===== config.mk =====
export PLATFORM = sky130hd
export DESIGN_NAME = ct_idu_dep_preg_entry_param
export DESIGN_NICKNAME = d
export VERILOG_FILES = /design/src/rtl/ct_idu_dep_preg_entry_param.sv
export SDC_FILE = /design/constraint.sdc
export NUM_CORES = 1
export LEC_CHECK = 0
export BUFFER_PORTS_ARGS = -buffer_cell sky130_fd_sc_hd__buf_2
export CAP_MARGIN = 5
export CORE_UTILIZATION = 50
export DETAILED_ROUTE_END_ITERATION = 10
export PLACE_DENSITY = 0.95
export SLEW_MARGIN = 20
export SYNTH_ARGS = -nofsm -noshare
export SYNTH_HDL_FRONTEND = slang
export SYNTH_SLANG_ARGS = --single-unit

===== constraint.sdc =====
create_clock -name forever_cpuclk -period 7.9 [get_ports forever_cpuclk]
set_clock_uncertainty 0.2 [all_clocks]
set_input_delay 0.79 -clock forever_cpuclk [delete_from_list [all_inputs] [get_ports forever_cpuclk]]
set_output_delay 0.79 -clock forever_cpuclk [all_outputs]
set_load 0.02 [all_outputs]

===== src/rtl/ct_idu_dep_preg_entry_param.sv =====
// Dependency-tracking entry for one physical register: follows the producer's
// wakeup (fixed-latency, speculative load, writeback) and reports readiness to issue.
module ct_idu_dep_preg_entry_param #(
  parameter int TAG_W    = 7,
  parameter int N_WAKE   = 6,
  parameter int N_WB     = 3,
  parameter int LAT_W    = 2,
  parameter int SPEC_WIN = 2
) (
  input  logic                      forever_cpuclk,
  input  logic                      cpurst,
  input  logic                      rtu_idu_flush_fe,
  input  logic                      rtu_idu_flush_is,
  input  logic                      x_write_en,
  input  logic [TAG_W-1:0]          x_create_tag,
  input  logic                      x_create_rdy,
  input  logic                      x_create_wb,
  input  logic                      x_rdy_clr,
  input  logic [N_WAKE-1:0]         wake_vld,
  input  logic [N_WAKE*TAG_W-1:0]   wake_tag,
  input  logic [N_WAKE*LAT_W-1:0]   wake_lat,
  input  logic                      ld_spec_vld,
  input  logic [TAG_W-1:0]          ld_spec_tag,
  input  logic                      ld_cancel_vld,
  input  logic [TAG_W-1:0]          ld_cancel_tag,
  input  logic [N_WB-1:0]           wb_vld,
  input  logic [N_WB*TAG_W-1:0]     wb_tag,
  output logic                      x_read_rdy,
  output logic                      x_read_rdy_for_issue,
  output logic                      x_read_spec,
  output logic                      x_read_wb,
  output logic [TAG_W-1:0]          x_read_tag
);

  typedef enum logic [2:0] {ST_WAIT, ST_CNT, ST_SPEC, ST_RDY, ST_DONE} state_t;

  localparam logic [1:0] SPEC_LAST = 2'(SPEC_WIN - 1);

  state_t             state_q, state_d;
  logic [LAT_W-1:0]   cnt_q, cnt_d;
  logic [1:0]         spec_age_q, spec_age_d;
  logic [TAG_W-1:0]   tag_q, tag_d;

  logic [N_WAKE-1:0]  wake_hit_vec;
  logic [N_WB-1:0]    wb_hit_vec;
  logic               wake_hit, wb_hit, spec_hit, cancel_hit;
  logic [LAT_W-1:0]   lat_min;
  state_t             wake_state;
  logic [LAT_W-1:0]   wake_cnt;

  genvar gi;
  generate
    for (gi = 0; gi < N_WAKE; gi++) begin : g_wake
      assign wake_hit_vec[gi] = wake_vld[gi] && (wake_tag[gi*TAG_W +: TAG_W] == tag_q);
    end
    for (gi = 0; gi < N_WB; gi++) begin : g_wb
      assign wb_hit_vec[gi] = wb_vld[gi] && (wb_tag[gi*TAG_W +: TAG_W] == tag_q);
    end
  endgenerate

  assign wake_hit   = |wake_hit_vec;
  assign wb_hit     = |wb_hit_vec;
  assign spec_hit   = ld_spec_vld && (ld_spec_tag == tag_q);
  assign cancel_hit = ld_cancel_vld && (ld_cancel_tag == tag_q);

  // Shortest latency among matching wake ports wins.
  always_comb begin
    lat_min = '1;
    for (int i = 0; i < N_WAKE; i++) begin
      if (wake_hit_vec[i] && (wake_lat[i*LAT_W +: LAT_W] < lat_min)) begin
        lat_min = wake_lat[i*LAT_W +: LAT_W];
      end
    end
  end

  assign wake_state = (lat_min == '0) ? ST_RDY : ST_CNT;
  assign wake_cnt   = (lat_min == '0) ? '0 : lat_min - LAT_W'(1);

  always_comb begin
    state_d    = state_q;
    cnt_d      = cnt_q;
    spec_age_d = spec_age_q;
    tag_d      = tag_q;
    if (rtu_idu_flush_fe || rtu_idu_flush_is) begin
      state_d    = ST_DONE;
      cnt_d      = '0;
      spec_age_d = '0;
    end else if (x_write_en) begin
      tag_d      = x_create_tag;
      cnt_d      = '0;
      spec_age_d = '0;
      if (x_create_wb)       state_d = ST_DONE;
      else if (x_create_rdy) state_d = ST_RDY;
      else                   state_d = ST_WAIT;
    end else if (wb_hit) begin
      state_d    = ST_DONE;
      cnt_d      = '0;
      spec_age_d = '0;
    end else if (cancel_hit && state_q == ST_SPEC) begin
      // The load missed; a fixed-latency wake in the same cycle restarts from WAIT.
      spec_age_d = '0;
      state_d    = ST_WAIT;
      if (wake_hit) begin
        state_d = wake_state;
        cnt_d   = wake_cnt;
      end
    end else if (x_rdy_clr && (state_q == ST_CNT || state_q == ST_SPEC || state_q == ST_RDY)) begin
      state_d    = ST_WAIT;
      cnt_d      = '0;
      spec_age_d = '0;
    end else begin
      case (state_q)
        ST_WAIT: begin
          if (wake_hit) begin
            state_d = wake_state;
            cnt_d   = wake_cnt;
          end else if (spec_hit) begin
            state_d    = ST_SPEC;
            spec_age_d = '0;
          end
        end
        ST_CNT: begin
          if (wake_hit && (lat_min == '0)) begin
            state_d = ST_RDY;
            cnt_d   = '0;
          end else if (wake_hit && (wake_cnt < cnt_q)) begin
            cnt_d = wake_cnt;
          end else if (cnt_q == '0) begin
            state_d = ST_RDY;
          end else begin
            cnt_d = cnt_q - LAT_W'(1);
          end
        end
        ST_SPEC: begin
          if (wake_hit) begin
            state_d    = wake_state;
            cnt_d      = wake_cnt;
            spec_age_d = '0;
          end else if (spec_age_q == SPEC_LAST) begin
            state_d    = ST_RDY;
            spec_age_d = '0;
          end else begin
            spec_age_d = spec_age_q + 2'd1;
          end
        end
        default: ;
      endcase
    end
  end

  always_ff @(posedge forever_cpuclk or posedge cpurst) begin
    if (cpurst) begin
      state_q    <= ST_DONE;
      cnt_q      <= '0;
      spec_age_q <= '0;
      tag_q      <= '0;
    end else begin
      state_q    <= state_d;
      cnt_q      <= cnt_d;
      spec_age_q <= spec_age_d;
      tag_q      <= tag_d;
    end
  end

  assign x_read_rdy           = (state_d == ST_SPEC) || (state_d == ST_RDY) || (state_d == ST_DONE);
  assign x_read_rdy_for_issue = (state_q == ST_RDY) || (state_q == ST_DONE) ||
                                ((state_q == ST_SPEC) && !cancel_hit);
  assign x_read_spec          = (state_q == ST_SPEC);
  assign x_read_wb            = (state_q == ST_DONE) || wb_hit;
  assign x_read_tag           = tag_q;

endmodule


## After elaboration in Yosys (flattened, before gate mapping)

Index checks and enable logic that the tools add are counted.

- Bits in registers: 14
- Input bits: 115
- Output and inout bits: 11
- Logic and storage cells: 123

- $add $sub $neg: 3
- $lt $le $gt $ge: 7
- Equal/unequal tests: 22
- Multiplexer cells: 44
- Bitwise gates (word level): 1
- Reductions and logical operators: 42

Operator list:

| cell | number |
|---|---|
| $eq 7x7->1 | 11 |
| $mux 2 | 28 |
| $mux 3 | 13 |
| $logic_and 1x1->1 | 22 |
| $ne 7x7->1 const B | 2 |
| $reduce_bool 7->1 | 2 |
| $eq 3x2->1 const B | 4 |
| $lt 2x2->1 | 6 |
| $ne 9x9->1 const B | 1 |
| $pmux 3 s3 | 1 |
| $logic_or 1x1->1 | 8 |
| $pmux 2 s2 | 2 |
| $eq 3x3->1 const B | 2 |
| $reduce_or 6->1 | 1 |
| $logic_not 2->1 | 2 |
| $reduce_and 2->1 | 2 |
| $sub 2x1->2 const B | 2 |
| $eq 3x1->1 const B | 1 |
| $logic_not 3->1 | 1 |
| $reduce_and 3->1 | 1 |
| $reduce_or 3->1 | 1 |
| $add 2x1->2 const B | 1 |
| $eq 2x1->1 const B | 1 |
| $lt 2x2->1 const B | 1 |
| 3 further kinds | 3 |

## Longest topological paths before layout

Gate-level depths: netlist of the first run.

- Depth after elaboration: 34
- Gate-level depth with buffers: 25
- Mapped depth without buffers: 24

## Worst setup path after synthesis of the first run

No wires, ideal clock.

- Kind: in2out
- From: input wake_tag[6]
- To: output x_read_rdy
- Data arrival time: 4.954 ns
- Required time: 6.910 ns
- Path slack: 1.956 ns
- Stages: 24
- Path buffers: 0
- Cells stage by stage: xnor2_1 -> nand4_1 -> or3_1 -> and2_1 -> nand2_1 -> ha_1 -> or2_2 -> nor4b_1 -> o21ai_0 -> o32ai_1 -> nor2b_2 -> inv_1 -> ha_1 -> nand2_1 -> nor2_1 -> a211oi_1 -> inv_1 -> ha_1 -> nand2_1 -> o2bb2ai_1 -> a311oi_2 -> o211a_1 -> nor2_1 -> mux2i_1

- Longest elaborated chain between the ends: 34
- Elaborated cells on any way between the ends: 43
- Classes of those cells: 1 x add/sub; 6 x order compare; 4 x eq/ne; 19 x mux; 13 x reduce/logical

Ends and longest elaborated chain:

| what | RTL line | source |
|---|---|---|
| from (decl) | 20 | `input logic [N_WAKE*TAG_W-1:0] wake_tag,` |
| $eq 7x7->1 (*) | 54 | `assign wake_hit_vec[gi] = wake_vld[gi] && (wake_tag[gi*TAG_W +: TAG_W] == tag_q);` |
| $logic_and 1x1->1 (*) | 54 |  |
| $logic_and 1x1->1 | 70 | `if (wake_hit_vec[i] && (wake_lat[i*LAT_W +: LAT_W] < lat_min)) begin` |
| $mux 2 | 70 |  |
| $lt 2x2->1 | 70 |  |
| $logic_and 1x1->1 | 70 |  |
| $mux 2 | 70 |  |
| $lt 2x2->1 | 70 |  |
| [18 not listed] | n/a |  |
| $mux 3 | 107 | `end else if (x_rdy_clr && (state_q == ST_CNT \|\| state_q == ST_SPEC \|\| state_q == ST_RDY)) begin` |
| $mux 3 (*) | 99 | `end else if (cancel_hit && state_q == ST_SPEC) begin` |
| $mux 3 (*) | 95 | `end else if (wb_hit) begin` |
| $mux 3 (*) | 88 | `end else if (x_write_en) begin` |
| $mux 3 (*) | 84 | `if (rtu_idu_flush_fe \|\| rtu_idu_flush_is) begin` |
| $eq 3x2->1 | 165 | `assign x_read_rdy = (state_d == ST_SPEC) \|\| (state_d == ST_RDY) \|\| (state_d == ST_DONE);` |
| $logic_or 1x1->1 | 165 |  |
| $logic_or 1x1->1 (*) | 165 |  |
| to (decl) | 28 | `output logic x_read_rdy,` |

Every way passes the cells marked *; elsewhere a longest branch is shown, timed or not.

## Worst setup path in the final report of the first run

- From: register tag_q[3], in the netlist x_read_tag[3]
- To: output x_read_rdy

- Longest elaborated chain between the ends: 34
- Elaborated cells on any way between the ends: 66
- Classes of those cells: 1 x add/sub; 6 x order compare; 14 x eq/ne; 20 x mux; 25 x reduce/logical

Ends and longest elaborated chain:

| what | RTL line | source |
|---|---|---|
| from (decl) | 42 | `logic [TAG_W-1:0] tag_q, tag_d;` |
| from (signal assigned) | 161 | `tag_q <= tag_d;` |
| $eq 7x7->1 | 54 |  |
| $logic_and 1x1->1 | 54 |  |
| $logic_and 1x1->1 | 70 |  |
| $mux 2 | 70 |  |
| $lt 2x2->1 | 70 |  |
| $logic_and 1x1->1 | 70 |  |
| $mux 2 | 70 |  |
| $lt 2x2->1 | 70 |  |
| [18 not listed] | n/a |  |
| $mux 3 | 107 |  |
| $mux 3 | 99 |  |
| $mux 3 (*) | 95 |  |
| $mux 3 (*) | 88 |  |
| $mux 3 (*) | 84 |  |
| $eq 3x2->1 | 165 |  |
| $logic_or 1x1->1 | 165 |  |
| $logic_or 1x1->1 (*) | 165 |  |

Marked as above.

==> results.json, run 1 <==
{
  "die_area_sq_mm": 0.00514,
  "path_class": "reg -> out",
  "nFillCells": 360,
  "timing.rr.end": "cnt_q[0]$_DFFE_PP0P_",
  "dr.first_iter.drc_count": 203,
  "layout-drive-gt1-share": 0.374,
  "arrival_ns": 6.07,
  "wl_mm": 7.37,
  "initial_core_util": 0.539,
  "rows": 24,
  "place_congestion": 0.954,
  "end_kind": "primary output",
  "yosysWarnings": 0,
  "synth.largest_area_cell": "xnor2_1",
  "die_width_microns": 71.7,
  "drt-pass1-iter-count": 5,
  "synth_edf_count": 0,
  "ys_seq_area_frac": 0.145,
  "holdPathEnd": "cnt_q[0]$_DFFE_PP0P_",
  "clock_latency_ns": 0.25,
  "vias": 2810,
  "setup_viol": 0,
  "h-tree-depth": 1,
  "fin_crit_ns": 7.06,
  "grt_max_degree": 15,
  "clk_pin_slew_ns": 0.06,
  "synthTopCellsByArea": "xnor2_1 (18%), dfrtp_1 (13%), xor2_1 (8.7%)",
  "synth_ff_type": "dfrtp_1",
  "r2r_slack_ns": 1.65,
  "ir_worst_vdd_mv": 0.124,
  "cts_sinks": 14,
  "synth_fp_nets": 420,
  "fin_setup_tns_ns": 0,
  "fp.dieH_microns": 71.7,
  "grt_pass1_wl_mm": 12.2,
  "grt_pass1_vias": 2881,
  "cts_hold_buf": 0,
  "grt.total_usage": 0.296,
  "routedWlPerCell_microns": 15.6,
  "n_antenna_cell": 0,
  "drv_slew": 0,
  "max-cap-violations": 0,
  "syn_area_sq_mm": 0.00243,
  "max_stage_delay_ns": 0.85,
  "multi_input_area_sq_mm": 0.00195,
  "place_area_sq_mm": 0.00304,
  "ctsLongestPathBuffers": 2,
  "cp-start-kind": "flip-flop",
  "worstReg2RegStart": "x_read_tag[3]$_DFFE_PP0P_",
  "finalInstanceArea_sq_mm": 0.00310,
  "cts_setup_buffers": 0,
  "reg2regPathDepth": 24,
  "critical_path.max_fanout": 13,
  "setup_ws_ns": 0.837,
  "pin_count": 126,
  "layout.nets": 540,
  "post-place-ws_ns": 1.21,
  "hold_violations": 0,
  "antenna_left": 0,
  "grt-ovfl-total": 0,
  "cts_tree": "done",
  "synth_seq_cells": 14,
  "area_growth_pct": 27.6,
  "regArea_sq_um": 352,
  "holdCritPathClass": "reg -> reg",
  "yosysUniqueCellTypes": 62,
  "dp_hpwl_mm": 5.99,
  "drc_errors": 0,
  "worstMarginPinSlew_ns": 0.788,
  "antenna_found_initial": 0,
  "status": "completed",
  "synth_area_per_cell_sq_um": 8.07,
  "fp.coreArea_sq_mm": 0.00450,
  "relSlewSlack": 0.475,
  "p_per_area_mw_per_mm2": 126,
  "hold_path_depth": 1,
  "vias_per_cell": 5.95,
  "p_leak_nw": 1.37,
  "syn_inst": 301,
  "numCtsBuffers": 3,
  "required_ns": 6.91,
  "fmax_ghz": 0.142,
  "yosys.area.top_type_share": 0.180,
  "clock-root-buffer": "clkbuf_8",
  "async_reset_ff_frac": 1.00,
  "cp_slowest_cell": "dfrtp_1",
  "p_total_mw": 0.391,
  "port_buffers": 125,
  "rsz0062_at_grt": "no",
  "cts_resized": 0,
  "fin_crit_sh": 0.894,
  "hold_start": "cnt_q[0]$_DFFE_PP0P_"
}
-- state kept, by name, summed over array words and instances, names as in the netlist --
register	flops
state_q	3
x_read_tag	7
cnt_q	2
spec_age_q	2
-- area by class of cell --
| cell class | instances | share of cell area |
|---|---|---|
| Tap cell | 52 | 0.0210 |
| Inverter | 12 | 0.0145 |
| Sequential cell | 14 | 0.113 |
| Multi-Input combinational cell | 264 | 0.629 |
| Clock buffer | 4 | 0.0178 |
| Timing Repair Buffer | 126 | 0.204 |
-- metal layers --
layer  track usage  share of wire  vias up  wire, microns
li1              -              -     1329              -
met1         0.337           0.39     1277           2890
met2         0.543           0.50      173           3700
met3        0.0394          0.076       31            558
met4         0.139          0.031        0            225
met5             0              0        -              0
-- layout by cell type, fill, tap and decap left out, types with 4 or more instances in the layout --
master,instances
a211oi_1,5
a21oi_1,7
a31oi_1,6
buf_2,125
clkbuf_8,4
dfrtp_1,13
ha_1,4
inv_1,12
mux2_2,7
nand2_1,18
nand3_1,6
nand4_1,22
nor2_1,29
nor2b_1,6
nor3_1,6
nor4_1,6
o21ai_0,7
or2_2,5
or3_1,4
xnor2_1,50
xor2_1,24
-- metrics by stage --
| stage | util | hold WS, ns | cells |
|---|---|---|---|
| 6_report | 0.688 | 0.341 | 472 |
| 5_1_grt | 0.688 | 0.356 | 472 |
| 4_1_cts | 0.686 | 0.342 | 472 |
| 3_5_place_dp | 0.674 | 0.327 | 468 |
| 3_3_place_gp | 0.674 | 0.295 | 468 |
| 2_1_floorplan | - | 0.277 | 301 |
-- kinds of logic after synthesis --
logic type               synth area share
AND/OR/NAND/NOR                     0.277
flip-flops                          0.145
multiplexers                       0.0469
AO/OA/AOI/OAI                       0.164
adder cells (fa/ha/maj)            0.0206
buffers and inverters              0.0556
XOR/XNOR                            0.292
-- worst max-delay path by stage --
stage	from	end	cells after the start
2_1_floorplan	wake_tag[6]	x_read_rdy	24
3_3_place_gp	wake_tag[12]	x_read_rdy	23
3_5_place_dp	wake_tag[12]	x_read_rdy	26
4_1_cts	x_read_tag[3]$_DFFE_PP0P_	x_read_rdy	25
5_1_grt	x_read_tag[3]$_DFFE_PP0P_	x_read_rdy	25
6_report	x_read_tag[3]$_DFFE_PP0P_	x_read_rdy	25
-- critical path, delay by kind of cell, from the launching register on --
kind / cells / cell delay, ns
simple gates: 12 / 2.42
compound gates: 5 / 1.17
flops: 1 / 0.85
fa+ha+maj: 3 / 0.70
buf+inv: 3 / 0.38
xor+xnor: 1 / 0.16
mux: 1 / 0.14
-- power breakdown --
group / switching (mW) / total (mW) / internal (mW) / leakage [nW]
registers: 0.0449 / 0.123 / 0.0786 / 0.176
logic: 0.0904 / 0.195 / 0.104 / 1.17
clock network: 0.0279 / 0.0722 / 0.0443 / 0.0288
-- cell usage after synthesis, types with 2 or more instances --
master     n
nand2b_1   3
nor2b_1    6
xor2_1    24
xnor2_1   50
o21ai_0    7
or2_2      5
xnor2_2    2
mux2i_1    2
buf_6      6
a21boi_0   2
a21o_1     2
a21oi_1    7
dfrtp_1   13
a31oi_1    6
a41oi_1    2
nor2_1    29
and2_1     2
or3_1      4
clkbuf_1   4
nor4_1     7
nand2_1   18
o22a_1     3
nor3_1     6
inv_1     12
mux2_2     7
and3_1     2
a211oi_1   5
nand3b_1   2
ha_1       4
nand3_1    6
nand4_1   22
Power figures use the tool's default switching activity.
==> run 2, diff against run 1 <==
- CORE_UTILIZATION: 50 -> 51
- CTS_BUF_LIST: not set -> sky130_fd_sc_hd__clkbuf_2
==> results.json, run 2 (synthesized netlist as in run 1, its figures left out) <==
{
  "grt-ovfl-total": 0,
  "clock-root-buffer": "clkbuf_2",
  "final-instance-count-excl-fill": 473,
  "p_leak_nw": 1.36,
  "layout.nets": 541,
  "die_width_microns": 71.0,
  "r2r_slack_ns": 1.73,
  "p_per_area_mw_per_mm2": 117,
  "holdCritPathClass": "in -> async",
  "worstMarginPinSlew_ns": 0.795,
  "dr.first_iter.drc_count": 258,
  "hold_violations": 0,
  "initial_core_util": 0.543,
  "rsz0062_at_grt": "no",
  "h-tree-depth": 1,
  "relSlewSlack": 0.470,
  "cts_tree": "done",
  "cp-start-kind": "flip-flop",
  "vias_per_cell": 5.99,
  "reg2regPathDepth": 24,
  "layout_commonest_cell": "buf_2",
  "ctsLongestPathBuffers": 2,
  "vias": 2832,
  "fp.coreArea_sq_mm": 0.00447,
  "layout-drive-gt1-share": 0.371,
  "cts_resized": 0,
  "grt_pass1_vias": 2693,
  "end_kind": "primary output",
  "nFillCells": 371,
  "cts_hold_buf": 0,
  "fin_setup_tns_ns": 0,
  "dpl.cell_count": 469,
  "mostFrequentLayoutCells": "buf_2 (125), xnor2_1 (50), nor2_1 (29)",
  "max-cap-violations": 0,
  "violations": "design-rule violations",
  "multi_input_area_sq_mm": 0.00194,
  "post-place-ws_ns": 1.30,
  "numCtsBuffers": 3,
  "antenna_found_initial": 0,
  "drv_slew": 0,
  "ir_worst_vdd_mv": 0.112,
  "fin_crit_ns": 7.06,
  "routedWlPerCell_microns": 16.1,
  "grt.total_usage": 0.303,
  "path_class": "reg -> out",
  "drt-pass1-iter-count": 8,
  "setup_ws_ns": 0.837,
  "pin_count": 126,
  "grt_pass1_wl_mm": 12.1,
  "status": "finished, violations left",
  "largest_reg_flops": 7,
  "arrival_ns": 6.07,
  "cts_setup_buffers": 0,
  "fp.dieH_microns": 71.0,
  "area_growth_pct": 26.1,
  "critical_path.max_fanout": 13,
  "dp_hpwl_mm": 6.22,
  "grt_max_degree": 15,
  "regArea_sq_um": 352,
  "drc_errors": 9,
  "wl_mm": 7.64,
  "fin_crit_sh": 0.894,
  "worstReg2RegStart": "x_read_tag[5]$_DFFE_PP0P_",
  "holdWs_ns": 0.315,
  "n_antenna_cell": 0,
  "setup_viol": 0,
  "clock_latency_ns": 0.30,
  "place_congestion": 0.986,
  "timing.rr.end": "cnt_q[0]$_DFFE_PP0P_",
  "antenna_left": 0,
  "die_area_sq_mm": 0.00504,
  "port_buffers": 125,
  "required_ns": 6.91,
  "clk_pin_slew_ns": 0.15,
  "cts_sinks": 14,
  "rows": 24,
  "fmax_ghz": 0.142
}
-- run 2: cell types whose count changed in the layout (fill, tap and decap cells not counted), sizes merged --
cell | before | now
clkbuf | 4 | 3
buf | 126 | 127
clkinv | 0 | 1
-- run 2: critical path, cell delays in order, from the launching register on --
cell       delay (ns)
dfrtp_1          0.89
xor2_1           0.28
nor4_2           0.09
nand4_1          0.20
o22a_1           0.23
nand2_1          0.07
ha_1             0.21
or2_2            0.29
nor4b_1          0.21
o21ai_0          0.12
o32ai_1          0.44
nor2b_2          0.13
inv_1            0.13
ha_1             0.28
nand2_1          0.09
nor2_1           0.04
a211oi_1         0.44
inv_1            0.10
ha_1             0.35
nand2_1          0.09
o2bb2ai_1        0.07
a311oi_2         0.40
o211a_1          0.25
nor2_1           0.07
mux2i_1          0.13
buf_2            0.18
-- run 2: per-stage QoR --
stage          total power [mW]  area, sq um  utilization
3_5_place_dp              0.320         3040        0.680
5_1_grt                   0.380         3060        0.685
2_1_floorplan             0.261         2430            -
6_report                  0.358         3060        0.685
3_3_place_gp              0.311         3040        0.680
4_1_cts                   0.357         3060        0.685
-- run 2: worst max-delay path by stage --
stage,startpoint,to,depth (start not counted)
6_report,x_read_tag[5]$_DFFE_PP0P_,x_read_rdy,25
5_1_grt,x_read_tag[3]$_DFFE_PP0P_,x_read_rdy,25
4_1_cts,x_read_tag[0]$_DFFE_PP0P_,x_read_rdy,25
3_5_place_dp,wake_tag[5],x_read_rdy,26
3_3_place_gp,wake_tag[12],x_read_rdy,23
2_1_floorplan,wake_tag[6],x_read_rdy,24
-- run 2: area by class of cell --
cell class / instances / area share
Clock buffer: 3 / 0.00490
Clock inverter: 1 / 0.00123
Inverter: 12 / 0.0147
Multi-Input combinational cell: 264 / 0.634
Sequential cell: 14 / 0.115
Tap cell: 52 / 0.0212
Timing Repair Buffer: 127 / 0.209
-- run 2: routing by layer --
metal  global-route usage  vias up  wire, microns
met4                0.140        0            241
met2                0.544      187           3760
li1                     -     1328              -
met5                    0        -              0
met1                0.357     1287           2960
met3               0.0413       30            670
-- run 2: report_power, final --
part	leakage, nW	total [mW]	switching, mW	internal (mW)
registers	0.176	0.126	0.0476	0.0785
logic	1.17	0.196	0.0914	0.105
clock network	0.0140	0.0360	0.0250	0.0110
==> run 3, diff against run 2 <==
- BUFFER_PORTS_ARGS: -buffer_cell sky130_fd_sc_hd__buf_2 -> -buffer_cell sky130_fd_sc_hd__buf_4
==> results.json, run 3 (synthesized netlist as in run 1, its figures left out) <==
{
  "regArea_sq_um": 352,
  "holdCritPathClass": "in -> async",
  "antenna_left": 0,
  "vias": 2818,
  "mostFrequentLayoutCells": "buf_4 (127), xnor2_1 (50), nor2_1 (29)",
  "max_stage_delay_ns": 0.88,
  "critical_path.max_fanout": 13,
  "area_growth_pct": 39.0,
  "worstMarginPinSlew_ns": 0.791,
  "fp.coreArea_sq_mm": 0.00447,
  "worstReg2RegStart": "x_read_tag[3]$_DFFE_PP0P_",
  "numCtsBuffers": 3,
  "required_ns": 6.91,
  "p_leak_nw": 1.47,
  "setup_viol": 0,
  "rsz0062_at_grt": "no",
  "status": "finished, violations left",
  "multi_input_area_sq_mm": 0.00194,
  "layout_commonest_cell": "buf_4",
  "drv_slew": 0,
  "grt_max_degree": 15,
  "cts_resized": 0,
  "end_kind": "primary output",
  "path_delay_family": "compound AO/OA/AOI/OAI gates",
  "dr.first_iter.drc_count": 347,
  "arrival_ns": 5.92,
  "vias_per_cell": 5.96,
  "grt_pass1_vias": 2730,
  "pin_count": 126,
  "n_antenna_cell": 0,
  "hold_violations": 0,
  "cts_setup_buffers": 0,
  "fin_setup_tns_ns": 0,
  "clock_latency_ns": 0.28,
  "p_total_mw": 0.378,
  "nFillCells": 315,
  "fin_crit_sh": 0.875,
  "die_width_microns": 71.0,
  "h-tree-depth": 1,
  "initial_core_util": 0.543,
  "cts_tree": "done",
  "grt-ovfl-total": 0,
  "path_class": "reg -> out",
  "routedWlPerCell_microns": 16.5,
  "max-cap-violations": 0,
  "rows": 24,
  "ir_worst_vdd_mv": 0.0848,
  "cp_slowest_cell": "dfrtp_1",
  "layout-drive-gt1-share": 0.371,
  "violations": "design-rule violations",
  "relSlewSlack": 0.473,
  "wl_mm": 7.81,
  "cts_sinks": 14,
  "largest_reg_flops": 7,
  "grt_pass1_wl_mm": 12.3,
  "port_buffers": 125,
  "layout.nets": 541,
  "crit_start": "x_read_tag[3]$_DFFE_PP0P_",
  "fin_crit_ns": 6.91,
  "clk_pin_slew_ns": 0.15,
  "ctsLongestPathBuffers": 2,
  "cts_hold_buf": 0,
  "antenna_found_initial": 0,
  "fp.dieH_microns": 71.0,
  "cp.buffers_inverters": 3,
  "dp_hpwl_mm": 6.43,
  "grt.total_usage": 0.309,
  "fin_util": 0.754,
  "die_area_sq_mm": 0.00504,
  "clock-root-buffer": "clkbuf_2",
  "p_per_area_mw_per_mm2": 112,
  "cp-start-kind": "flip-flop",
  "place_congestion": 0.989,
  "drc_errors": 9,
  "fmax_ghz": 0.145,
  "drt-pass1-iter-count": 10
}
run 3: cell types whose count changed in the layout (fill, tap and decap cells not counted):
cell   previous run  this run
buf_4             2       127
buf_2           125         0
run 3: layout make-up:
cell class / count / area share
multi-input cells: 264 / 0.575
repair buffers: 127 / 0.282
flip-flops and latches: 14 / 0.104
clock inverters: 1 / 0.00111
well taps: 52 / 0.0193
inverters: 12 / 0.0133
clock buffers: 3 / 0.00445
run 3: final timing paths:
check                                               to  slack [ns]  cells past startpoint
setup / recovery                            x_read_rdy        0.99                     25
hold / removal               spec_age_q[1]$_DFFE_PP0P_        0.32                      2
setup reg to reg                  cnt_q[0]$_DFFE_PP0P_        1.87                     24
hold reg to reg              spec_age_q[1]$_DFFE_PP0P_        0.32                      2
max in group asynchronous         state_q[2]$_DFF_PP1_        6.81                      2
min in group forever_cpuclk  spec_age_q[1]$_DFFE_PP0P_        0.32                      2
run 3: layer usage:
metal | vias to the layer above | wire (microns) | track usage
met2 | 173 | 3930 | 0.564
met1 | 1289 | 3010 | 0.364
met3 | 26 | 639 | 0.0399
li1 | 1330 | - | -
met5 | - | 0 | 0
met4 | 0 | 222 | 0.127
run 3: power breakdown:
group	switching, mW	internal [mW]	total (mW)	leakage (nW)
Combinational	0.0912	0.125	0.216	1.28
Clock	0.0244	0.0110	0.0354	0.0140
Sequential	0.0475	0.0785	0.126	0.176
run 3: per-stage QoR:
stage / hold WS, ns / worst slack, ns / instances / instance area (sq um)
floorplan: 0.277 / 1.96 / 301 / 2430
global placement: 0.290 / 1.56 / 469 / 3360
detailed placement: 0.302 / 1.37 / 469 / 3360
CTS: 0.321 / 1.06 / 473 / 3380
global route: 0.357 / 0.499 / 473 / 3380
finish: 0.323 / 0.988 / 473 / 3380
